`src/rtl/tomasula_types.sv`:
```
// Shared Tomasulo datapath types: the ALU operand bundle carried from the
// reservation stations to the ALU, plus scheduler constants.
// Optional feature macro used by the scheduler: RS_AGE_PRIORITY_EN.
package tomasula_types;

  localparam int TAG_W  = 4;
  localparam int OPC_W  = 4;
  localparam int DATA_W = 16;

  // Age counters saturate here when age-priority issue is built in.
  localparam int         RS_AGE_W   = 3;
  localparam logic [2:0] RS_AGE_MAX = 3'd7;

  // One ALU operation as held by a reservation station.
  typedef struct packed {
    logic [TAG_W-1:0]  tag;
    logic [OPC_W-1:0]  opcode;
    logic [DATA_W-1:0] src_a;
    logic [DATA_W-1:0] src_b;
  } alu_word;

  // One-entry output stage towards the ALU/CDB slot.
  typedef enum logic {
    OS_IDLE = 1'b0,
    OS_HOLD = 1'b1
  } out_state_e;

endpackage

```
`src/rtl/rs_issue_scheduler_rr_arbiter.sv`:
```
// Round-robin arbiter: grants the first set request at or after ptr,
// wrapping modulo NUM_RS. Purely combinational; reusable for CDB arbitration.
module rr_arbiter #(
  parameter int NUM_RS = 4,
  parameter int IDX_W  = $clog2(NUM_RS)
) (
  input  logic [NUM_RS-1:0] req,
  input  logic [IDX_W-1:0]  ptr,
  input  logic              en,
  output logic [NUM_RS-1:0] gnt,
  output logic [IDX_W-1:0]  idx
);

  logic             w_found;
  logic [IDX_W:0]   w_cand;

  // Walk the stations in rotating order starting at ptr; first requester wins.
  always_comb begin
    // NOTE: every output of a combinational block gets a default first, so no
    // path leaves it unassigned and no latch is inferred.
    gnt     = '0;
    idx     = '0;
    w_found = 1'b0;
    w_cand  = '0;
    for (int k = 0; k < NUM_RS; k++) begin
      w_cand = {1'b0, ptr} + (IDX_W+1)'(k);
      if (w_cand >= (IDX_W+1)'(NUM_RS)) begin
        w_cand = w_cand - (IDX_W+1)'(NUM_RS);
      end
      if (en && !w_found && req[w_cand[IDX_W-1:0]]) begin
        w_found                   = 1'b1;
        gnt[w_cand[IDX_W-1:0]]    = 1'b1;
        idx                       = w_cand[IDX_W-1:0];
      end
    end
  end

endmodule

```
`src/rtl/rs_issue_scheduler.sv`:
```
// Reservation-station issue scheduler: steers dispatch into the lowest free
// station, picks one ready station per cycle for the shared ALU slot and
// holds the winning operand bundle in a one-entry valid/ready output stage.
// Optional feature macro: RS_AGE_PRIORITY_EN (oldest requester issues first,
// ties broken in round-robin order). Default build is pure round-robin.
module rs_issue_scheduler
  import tomasula_types::*;
#(
  parameter int NUM_RS = 4,
  parameter int IDX_W  = $clog2(NUM_RS)
) (
  input  logic              clk,
  input  logic              rst,
  input  logic              dispatch_valid,
  output logic              dispatch_stall,
  output logic [NUM_RS-1:0] load_word,
  input  logic [NUM_RS-1:0] res_empty,
  input  logic [NUM_RS-1:0] exe_req,
  input  alu_word           rs_alu_data [NUM_RS],
  output logic [NUM_RS-1:0] exe_grant,
  output alu_word           alu_out,
  output logic              alu_valid,
  input  logic              alu_ready,
  input  logic              flush,
  output logic [IDX_W-1:0]  grant_idx
);

  out_state_e        r_state;
  out_state_e        w_state_nxt;
  alu_word           r_alu_out;
  logic              r_rst_d;
  logic [IDX_W-1:0]  r_rr_ptr;
  logic [IDX_W-1:0]  r_last_idx;

  logic              w_gate;
  logic              w_can_accept;
  logic              w_issue_en;
  logic              w_any_grant;
  logic [NUM_RS-1:0] w_low_empty;
  logic [NUM_RS-1:0] w_arb_req;
  logic [NUM_RS-1:0] w_gnt;
  logic [IDX_W-1:0]  w_idx;

  // Outputs stay quiet during reset and for one cycle after it.
  assign w_gate = rst | r_rst_d;

  // Remember that reset was just seen, to mask the first cycle after it.
  always_ff @(posedge clk) begin
    // NOTE: clocked state uses non-blocking assignments so every register
    // samples the pre-edge values and simulation matches the synthesized flops.
    r_rst_d <= rst;
  end

  // ---------------------------------------------------------------- dispatch
  // Lowest set bit of res_empty via two's-complement isolation.
  assign w_low_empty    = res_empty & (~res_empty + NUM_RS'(1));
  assign load_word      = (dispatch_valid && !flush && !w_gate) ? w_low_empty : '0;
  assign dispatch_stall = dispatch_valid & ~(|res_empty) & ~w_gate;

  // ----------------------------------------------------------- output stage
  assign alu_valid    = (r_state == OS_HOLD);
  assign alu_out      = r_alu_out;
  assign w_can_accept = ~alu_valid | alu_ready;
  assign w_issue_en   = w_can_accept & ~flush & ~w_gate;

  // ------------------------------------------------------- request shaping
`ifdef RS_AGE_PRIORITY_EN
  logic [RS_AGE_W-1:0] r_age [NUM_RS];
  logic [RS_AGE_W-1:0] w_age_max;

  // Only the requesters carrying the largest age compete in the arbiter.
  always_comb begin
    w_age_max = '0;
    w_arb_req = '0;
    for (int i = 0; i < NUM_RS; i++) begin
      if (exe_req[i] && (r_age[i] > w_age_max)) begin
        w_age_max = r_age[i];
      end
    end
    for (int i = 0; i < NUM_RS; i++) begin
      w_arb_req[i] = exe_req[i] && (r_age[i] == w_age_max);
    end
  end

  // Per-station age: cleared on load, bumped each cycle spent waiting.
  always_ff @(posedge clk) begin
    if (rst) begin
      // NOTE: a small per-station register array is reset explicitly; larger
      // storage arrays would be left unreset and qualified by valid bits.
      for (int i = 0; i < NUM_RS; i++) begin
        r_age[i] <= '0;
      end
    end else begin
      for (int i = 0; i < NUM_RS; i++) begin
        if (load_word[i]) begin
          r_age[i] <= '0;
        end else if (exe_req[i] && !w_gnt[i] && (r_age[i] != RS_AGE_MAX)) begin
          r_age[i] <= r_age[i] + RS_AGE_W'(1);
        end
      end
    end
  end
`else
  assign w_arb_req = exe_req;
`endif

  // ------------------------------------------------------------------ issue
  rr_arbiter #(
    .NUM_RS (NUM_RS),
    .IDX_W  (IDX_W)
  ) u_arb (
    .req (w_arb_req),
    .ptr (r_rr_ptr),
    .en  (w_issue_en),
    .gnt (w_gnt),
    .idx (w_idx)
  );

  assign w_any_grant = |w_gnt;
  assign exe_grant   = w_gnt;
  assign grant_idx   = w_any_grant ? w_idx : r_last_idx;

  // Output-stage state register.
  always_ff @(posedge clk) begin
    if (rst) begin
      r_state <= OS_IDLE;
    end else begin
      r_state <= w_state_nxt;
    end
  end

  // Next output-stage state: flush drops the slot, a grant fills it, an
  // accept without refill empties it, otherwise the held op waits.
  always_comb begin
    w_state_nxt = r_state;
    if (flush) begin
      w_state_nxt = OS_IDLE;
    end else if (w_any_grant) begin
      w_state_nxt = OS_HOLD;
    end else if (alu_ready) begin
      w_state_nxt = OS_IDLE;
    end
  end

  // Capture the granted bundle and advance the round-robin pointer.
  always_ff @(posedge clk) begin
    if (rst) begin
      r_alu_out  <= '0;
      r_rr_ptr   <= '0;
      r_last_idx <= '0;
    end else if (w_any_grant) begin
      r_alu_out  <= rs_alu_data[w_idx];
      r_last_idx <= w_idx;
      r_rr_ptr   <= (w_idx == IDX_W'(NUM_RS-1)) ? '0 : w_idx + IDX_W'(1);
    end
  end

endmodule

```
`config.mk`:
```
export PLATFORM = sky130hd
export DESIGN_NAME = rs_issue_scheduler
export DESIGN_NICKNAME = d
export VERILOG_FILES = /design/src/rtl/tomasula_types.sv /design/src/rtl/rs_issue_scheduler_rr_arbiter.sv /design/src/rtl/rs_issue_scheduler.sv
export SDC_FILE = /design/constraint.sdc
export NUM_CORES = 1
export LEC_CHECK = 0
export CORE_MARGIN = 3
export CORE_UTILIZATION = 34
export DETAILED_ROUTE_END_ITERATION = 10
export GPL_TIMING_DRIVEN = 0
export PLACE_DENSITY = 0.81
export SLEW_MARGIN = 25
export SYNTH_ARGS = -nofsm -noshare
export SYNTH_HDL_FRONTEND = slang
export SYNTH_HIERARCHICAL = 1
export SYNTH_SLANG_ARGS = --single-unit
```
`constraint.sdc`:
```
create_clock -name clk -period 5.7 [get_ports clk]
set_input_delay 1.425 -clock clk [delete_from_list [all_inputs] [get_ports clk]]
set_output_delay 1.425 -clock clk [all_outputs]
set_load 0.1 [all_outputs]
```
# Word level (Yosys, flattened, before mapping)
# Cells that the tools add are included.
word_totals:
  register_bits: 46
  input_bits: 173
op_classes:
  addsub: 9
  n_lt_le_gt_ge: 13
  eq_ne: 1
  muxes: 39
  bitwise: 16
  n_reduce_logical: 22
ops:
  columns: ["operator", "n"]
  rows:
  - ["40-bit binary-select mux with 2-bit select", 1]
  - ["40-bit two-way mux", 2]
  - ["2-bit two-way mux", 10]
  - ["4-bit two-way mux", 5]
  - ["1-bit logical AND", 13]
  - ["1-bit two-way mux", 13]
  - ["3-bit greater-or-equal comparator (second input constant)", 4]
  - ["2-bit by 3-bit < comparator with 1-bit output (second input constant)", 4]
  - ["4-bit bitwise OR", 3]
  - ["1-bit binary-select mux with 2-bit select", 4]
  - ["1-bit demux with 2-bit select", 4]
  - ["2-bit by 1-bit greater-or-equal comparator with 1-bit output (second input constant)", 4]
  - ["4-bit OR reduction", 2]
  - ["2-bit by 1-bit subtractor with 2-bit output (second input constant)", 4]
  - ["2-bit by 2-bit adder with 3-bit output (second input constant)", 2]
  - ["1-bit logical NOT", 5]
  - ["4-bit by 1-bit adder with 4-bit output (second input constant)", 1]
  - ["1-bit bitwise AND", 4]
  - ["4-bit bitwise AND", 1]
  - ["1-bit inverter", 4]
  - ["4-bit inverter", 1]
  - ["2-bit by 1-bit adder with 3-bit output (second input constant)", 1]
  - ["2-bit by 3-bit greater-or-equal comparator with 1-bit output (second input constant)", 1]
  - ["2-bit inverter with 3-bit output", 1]
  - ["5 further kinds", 6]

# Longest topological paths before layout
# Gate-level depths: netlist of the first run.
logic_depth:
  word_depth: 22
  depth_mapped: 13

# Cells and area by module
# Netlist of the first run, hierarchy kept.
modules_own_cells:
  columns: ["mod", "instances", "cells_each", "area_each_um2", "seq_area_each_um2"]
  rows:
  - ["rs_issue_scheduler", 1, 170, 2453.6, 920.9]
  - ["rr_arbiter", 1, 63, 531.8, 0.0]

# Least setup slack after synthesis of the first run
# OpenSTA, ideal clock, no wires.
synth_path:
  path_type: "input to output"
  start: "in rst"
  end: "out load_word[1]"
  t_arrival_ns: 5.175
  t_required_ns: 4.275
  path_slack_ns: -0.900
  stages: 3
  n_path_buf: 1
  path_cell_list: "clkbuf_1 -> or3b_2 -> nor4b_1"
synth_via:
  elab_chain_len: 4
synth_lines:
  columns: ["item", "line_no", "rtl"]
  rows:
  - ["from (decl)", "rs_issue_scheduler.sv:13", "input logic rst,"]
  - ["1-bit bitwise OR", "rs_issue_scheduler.sv:45", "assign w_gate = rst | r_rst_d;"]
  - ["1-bit logical NOT", "rs_issue_scheduler.sv:57", "assign load_word = (dispatch_valid && !flush && !w_gate) ? w_low_empty : '0;"]
  - ["1-bit logical AND", "rs_issue_scheduler.sv:57", null]
  - ["4-bit two-way mux", "rs_issue_scheduler.sv:57", null]
  - ["to (decl)", "rs_issue_scheduler.sv:16", "output logic [NUM_RS-1:0] load_word,"]
# Every way passes these cells.

# Worst setup path after layout of the first run
layout_path:
  start: "in flush"
  end: "out grant_idx[1]"
layout_via:
  elab_cells_between_ends: 29
layout_lines:
  columns: ["item", "line_no", "rtl"]
  rows:
  - ["from (decl)", "rs_issue_scheduler.sv:24", "input logic flush,"]
  - ["1-bit inverter (*)", "rs_issue_scheduler.sv:64", "assign w_issue_en = w_can_accept & ~flush & ~w_gate;"]
  - ["1-bit bitwise AND (*) (2 in a row)", "rs_issue_scheduler.sv:64", null]
  - ["net w_issue_en", "rs_issue_scheduler.sv:37", "logic w_issue_en;"]
  - ["1-bit logical AND", "rs_issue_scheduler_rr_arbiter.sv:30", "if (en && !w_found && req[w_cand[IDX_W-1:0]]) begin"]
  - ["1-bit two-way mux", "rs_issue_scheduler_rr_arbiter.sv:30", null]
  - ["1-bit logical NOT", "rs_issue_scheduler_rr_arbiter.sv:30", null]
  - ["1-bit logical AND (2 in a row)", "rs_issue_scheduler_rr_arbiter.sv:30", null]
  - ["1-bit two-way mux", "rs_issue_scheduler_rr_arbiter.sv:30", null]
  - ["1-bit logical NOT", "rs_issue_scheduler_rr_arbiter.sv:30", null]
  - ["1-bit logical AND (2 in a row)", "rs_issue_scheduler_rr_arbiter.sv:30", null]
  - ["1-bit two-way mux", "rs_issue_scheduler_rr_arbiter.sv:30", null]
  - ["1-bit logical NOT", "rs_issue_scheduler_rr_arbiter.sv:30", null]
  - ["1-bit logical AND (2 in a row)", "rs_issue_scheduler_rr_arbiter.sv:30", null]
  - ["2-bit two-way mux (*)", "rs_issue_scheduler_rr_arbiter.sv:30", null]
  - ["net w_idx[1]", "rs_issue_scheduler.sv:42", "logic [IDX_W-1:0] w_idx;"]
  - ["2-bit two-way mux (*)", null, null]
  - ["to (decl)", "rs_issue_scheduler.sv:25", "output logic [IDX_W-1:0] grant_idx"]
# Mark *: on every way through the listed nets, which the timed path passes. The rest lies on a longest branch.

==> results.json, run 1 <==
{
  "start_util_pct": 35.62,
  "cts_buffer_depth": 2,
  "worstHoldPathType": "reg -> reg",
  "multi_input_area_um2": 1967,
  "final_util_pct": 65.53,
  "vias": 3107,
  "worstReg2RegStart": "r_rr_ptr[0]",
  "antenna_cells": 0,
  "synth_edf_count": 0,
  "dpl.hpwl_um": 9210,
  "critPathCaptureType": "output pin",
  "grt_pass1_vias": 3313,
  "grt_util_all_layers_pct": 21.22,
  "p_leak_uw": 0.002002,
  "final_area_um2": 5493,
  "layout_common_cells": "clkdlybuf4s50_1 (215), dfxtp_1 (46), mux4_2 (42)",
  "grt-ovfl-total": 0,
  "synth.avg_cell_area_um2": 12.81,
  "die_h_um": 99.71,
  "place.gp.congestion": 0.8458,
  "die_w_um": 99.71,
  "drc": 0,
  "ys.flop_type": "dfxtp_1",
  "path_clk_slew_ns": 0.08,
  "cts_tree": "yes",
  "drive_gt1_share_pct": 18.84,
  "synth_nets": 415,
  "maxCapViolCount": 0,
  "crit_required_ns": 4.28,
  "yosys_register_bits": 46,
  "critPathLaunch": "flush",
  "synth.distinct_cells": 42,
  "vias_per_cell": 5.432,
  "p_per_area_nw_per_um2": 180.8,
  "mostFrequentLayoutCell": "clkdlybuf4s50_1",
  "yosysWarnings": 6,
  "syn_area_um2": 2985,
  "grt_pass1_wl_um": 16740,
  "hold_viol": 0,
  "syn_inst": 233,
  "cts.htree.levels": 2,
  "clockRootBuffer": "clkbuf_8",
  "r2r_setup_slack_ns": 1.74,
  "drv_slew": 0,
  "wl_per_cell_um": 19.19,
  "placed_area_um2": 5381,
  "fillCellCount": 675,
  "peakVddDrop_mv": 0.09375,
  "finalCritPeriodShare_pct": 97.63,
  "finalClockSkew_ns": 0.01487,
  "fin_nets": 648,
  "io_pins": 225,
  "crit_type": "in -> out",
  "critPathMaxFanout": 10,
  "worstSkewPairLatency_ns": 0.29,
  "area_growth_pct": 83.99,
  "fin_crit_ns": 5.565,
  "worstSetupEndpoint": "grant_idx[1]",
  "yosysSeqAreaShare_pct": 30.85,
  "cts_hold_buf": 0,
  "worstPathArrival_ns": 4.14,
  "worst_pin_slew_ns": 1.041,
  "wirelength_um": 10980,
  "fp-row-count": 33,
  "clock.fmax_mhz": 179.7,
  "synthArstFlopShare_pct": 0,
  "grt_max_degree": 15,
  "numPortBuffers": 224,
  "ant_nets": 0,
  "power_uw": 993.3,
  "cts_buffers": 5,
  "startpoint_type": "input port",
  "fp.coreArea_um2": 8382,
  "drtIter0Drc": 62,
  "seq_area_um2": 920.9,
  "setup_viol": 0,
  "antenna_found_initial": 0,
  "drt_first_pass_iters": 4,
  "max_slew_margin_pct": 30.39,
  "r2r_cells": 13,
  "dieArea_um2": 9941,
  "rr_endpoint": "alu_out[15]",
  "cts_sinks": 46,
  "status": "finished, final reports clean"
}
## metrics by stage
stage | cells | setup slack, ns | hold WS, ns | setup TNS, ns
after floorplan | 233 | 0.1141 | 0.5094 | 0
after global placement | 562 | -1.961 | 0.4543 | -6.681
after detailed placement | 562 | -1.591 | 0.4624 | -4.555
after CTS | 569 | -0.2174 | 0.4836 | -0.2174
after global routing | 572 | -0.02545 | 0.4978 | -0.02545
final | 572 | 0.1349 | 0.4777 | 0
## synth_stat cells (all sizes together) (2+ instances only)
cell type  number  area (µm²)
dfxtp          46       920.9
mux4           42       945.9
a22o           40       350.3
buf            13       87.58
clkbuf          9       33.78
ha              9       112.6
nor2            8       30.03
a21boi          5       37.54
mux2            5       60.05
nand2           5       18.77
nor2b           5       31.28
a221o           4       40.04
mux2i           4       40.04
nand3           4       20.02
o211ai          4       30.03
o21ai           4       20.02
o41ai           3       33.79
and2            2       15.02
and3            2       12.51
inv             2       7.510
nor4b           2       17.52
## routing by layer
metal	vias up	part of all wire, %	track usage [%]
li1	1427	-	-
met1	1500	37	23.75
met2	168	52	39.40
met3	12	9.1	5.680
met4	0	1.5	5.567
met5	-	0	0
## worst min-delay path by stage
| stage | from | endpoint | depth (start not counted) |
|---|---|---|---|
| 2_1_floorplan | r_rr_ptr[0] | r_rr_ptr[0] | 2 |
| 3_3_place_gp | alu_out[34] | alu_out[34] | 1 |
| 3_5_place_dp | alu_out[37] | alu_out[37] | 1 |
| 4_1_cts | alu_out[34] | alu_out[34] | 1 |
| 5_1_grt | alu_out[12] | alu_out[12] | 1 |
| 6_report | alu_out[34] | alu_out[34] | 1 |
## report_power, final
| group | total (µW) | internal, µW | leakage (µW) | switching, µW |
|---|---|---|---|---|
| Sequential | 353 | 341 | 0.000374 | 12.1 |
| Clock | 197 | 86.7 | 0.0000452 | 110 |
| Combinational | 444 | 208 | 0.00158 | 236 |
## cells by family after synthesis
logic type      synth area share, %
flops                         30.85
buf+inv                       4.442
simple gates                  7.503
compound gates                18.40
fa+ha+maj                     3.772
mux                           35.04
## worst max-delay path: stages
cell             delay, ns
clkdlybuf4s50_1       0.51
nor4b_4               0.43
o211ai_1              0.16
o22ai_1               0.21
and3b_2               0.28
o2bb2ai_1             0.17
clkbuf_2              0.22
clkbuf_4              0.24
mux2_2                0.19
buf_4                 0.28
## what timing repair did
item	4_1_cts	5_1_grt
endpoints found under the hold margin	0	0
setup buffers	0	3
resized for setup	22	6
setup endpoints to repair	6	6
pin swaps	0	2
## sequential cells by signal (all words and copies together) (netlist names)
name        flops
alu_out        40
alu_valid       1
r_last_idx      2
r_rr_ptr        2
r_rst_d         1
## final cells by class
cell class,count,share of cell area [%]
sequential,46,16.77
tap,105,2.392
inverter,3,0.2050
buffer,21,2.278
clock inverter,2,0.2506
clock buffer,6,1.321
multi-input combinational,162,35.81
timing repair buffer,227,40.98
No activity file was read; power rests on OpenSTA's default activity.
==> run 2, diff against run 1 <==
--- a/config.mk
+++ b/config.mk
@@ -10,6 +10,7 @@
 export DETAILED_ROUTE_END_ITERATION = 10
 export GPL_TIMING_DRIVEN = 0
 export PLACE_DENSITY = 0.81
+export RECOVER_POWER = 100
 export SLEW_MARGIN = 25
 export SYNTH_ARGS = -nofsm -noshare
 export SYNTH_HDL_FRONTEND = slang
==> run 2 against run 1 <==
  * Utilization shrank 0.060 points
  * Clock power about the same
  * First-iteration DRC count down 6.5%
  * Highest routed layer unchanged
==> results.json, run 2 (synthesis results as in run 1) <==
{
  "largest_reg_flops": 40,
  "io_pins": 225,
  "wl_per_cell_um": 19.11,
  "layout_common_cells": "clkdlybuf4s50_1 (174), dfxtp_1 (46), mux4_2 (42)",
  "path_clk_slew_ns": 0.08,
  "dieArea_um2": 9941,
  "grt-ovfl-total": 0,
  "grt_util_all_layers_pct": 21.22,
  "cts.htree.levels": 2,
  "finalCritPeriodShare_pct": 97.68,
  "rr_endpoint": "alu_out[14]",
  "p_per_area_nw_per_um2": 179.4,
  "critPathLaunch": "flush",
  "fillCellCount": 678,
  "crit_type": "in -> out",
  "dpl.hpwl_um": 9210,
  "die_h_um": 99.71,
  "grt_pass1_wl_um": 16740,
  "clockRootBuffer": "clkbuf_8",
  "maxCapViolCount": 0,
  "p_leak_uw": 0.002130,
  "r2r_setup_slack_ns": 1.64,
  "clock.fmax_mhz": 179.6,
  "grtUsageMet2_pct": 39.40,
  "status": "finished, final reports clean",
  "drv_slew": 0,
  "die_w_um": 99.71,
  "max_slew_margin_pct": 30.20,
  "antenna_cells": 0,
  "startpoint_type": "input port",
  "worstSkewPairLatency_ns": 0.30,
  "worstReg2RegStart": "r_rr_ptr[0]",
  "vias": 3106,
  "drive_gt1_share_pct": 18.20,
  "area_growth_pct": 83.82,
  "use_met3_pct": 5.680,
  "numPortBuffers": 224,
  "grt_max_degree": 15,
  "worst_pin_slew_ns": 1.044,
  "power_uw": 984.4,
  "setup_viol": 0,
  "fp.coreArea_um2": 8382,
  "drt_first_pass_iters": 4,
  "cts_tree": "yes",
  "worstHoldPathType": "reg -> reg",
  "start_util_pct": 35.62,
  "place.gp.congestion": 0.8458,
  "crit_required_ns": 4.28,
  "peakVddDrop_mv": 0.09356,
  "cts_sinks": 46,
  "fin_crit_ns": 5.568,
  "dp_slack_ns": -1.591,
  "final_util_pct": 65.47,
  "critPathMaxFanout": 10,
  "worstSetupEndpoint": "grant_idx[1]",
  "grt-busiest-layer": "met2",
  "timing.hold.ws_ns": 0.4772,
  "critPathCaptureType": "output pin",
  "worstPathArrival_ns": 4.14,
  "cts_hold_buf": 0,
  "drc": 0,
  "fin_nets": 648,
  "worst_slack_ns": 0.1324,
  "antenna_found_initial": 0,
  "grt_pass1_vias": 3313,
  "cts_buffers": 5,
  "ant_nets": 0,
  "mostFrequentLayoutCell": "clkdlybuf4s50_1",
  "fp-row-count": 33,
  "finalClockSkew_ns": 0.01537,
  "hold_viol": 0,
  "vias_per_cell": 5.430,
  "drtIter0Drc": 58,
  "wirelength_um": 10930,
  "gr-usage-met1_pct": 23.75,
  "cts_buffer_depth": 2,
  "r2r_cells": 14
}
run 2: final cells by class:
class | count | area (µm²) | area share (%)
Inverter | 3 | 11.26 | 0.2052
Timing Repair Buffer | 227 | 2247 | 40.95
Sequential cell | 46 | 920.9 | 16.78
Clock buffer | 6 | 72.57 | 1.322
Clock inverter | 2 | 13.76 | 0.2508
Multi-Input combinational cell | 162 | 1967 | 35.84
Buffer | 21 | 123.9 | 2.257
Tap cell | 105 | 131.4 | 2.394
run 2: metal layers:
metal | vias up | share of wire, %
li1 | 1432 | -
met1 | 1491 | 37
met2 | 171 | 52
met3 | 12 | 9.2
met4 | 0 | 1.6
met5 | - | 0
run 2: what timing repair did:
item,CTS,global route
setup buffers,0,3
gates resized for setup,22,6
setup endpoints to repair,6,6
pin swaps,0,2
run 2: worst max-delay path, stage by stage:
cell and delay [ns]:
clkdlybuf4s50_1 0.51, nor4b_4 0.43, o211ai_1 0.18, o22ai_1 0.21
and3b_2 0.28, o2bb2ai_1 0.17, clkbuf_2 0.22, clkbuf_4 0.24
mux2_2 0.19, buf_4 0.28
run 2: through the flow:
stage | instances | area (µm²) | TNS [ns]
final | 572 | 5488 | 0
after global routing | 572 | 5488 | -0.02545
after CTS | 569 | 5464 | -0.2174
after detailed placement | 562 | 5381 | -4.555
after global placement | 562 | 5375 | -6.681
after floorplan | 233 | 3002 | 0
run 2: power breakdown:
group	internal, µW	switching [µW]	total, µW
clock network	86.7	109	196
logic	201	236	436
registers	341	11.3	352
run 2: worst min path at each step:
stage          slack [ns]          end   startpoint  cells after the start
2_1_floorplan        0.51  r_rr_ptr[0]  r_rr_ptr[0]                      2
3_3_place_gp         0.45  alu_out[34]  alu_out[34]                      1
3_5_place_dp         0.46  alu_out[37]  alu_out[37]                      1
4_1_cts              0.48  alu_out[34]  alu_out[34]                      1
5_1_grt              0.49  alu_out[12]  alu_out[12]                      1
6_report             0.48  alu_out[34]  alu_out[34]                      1
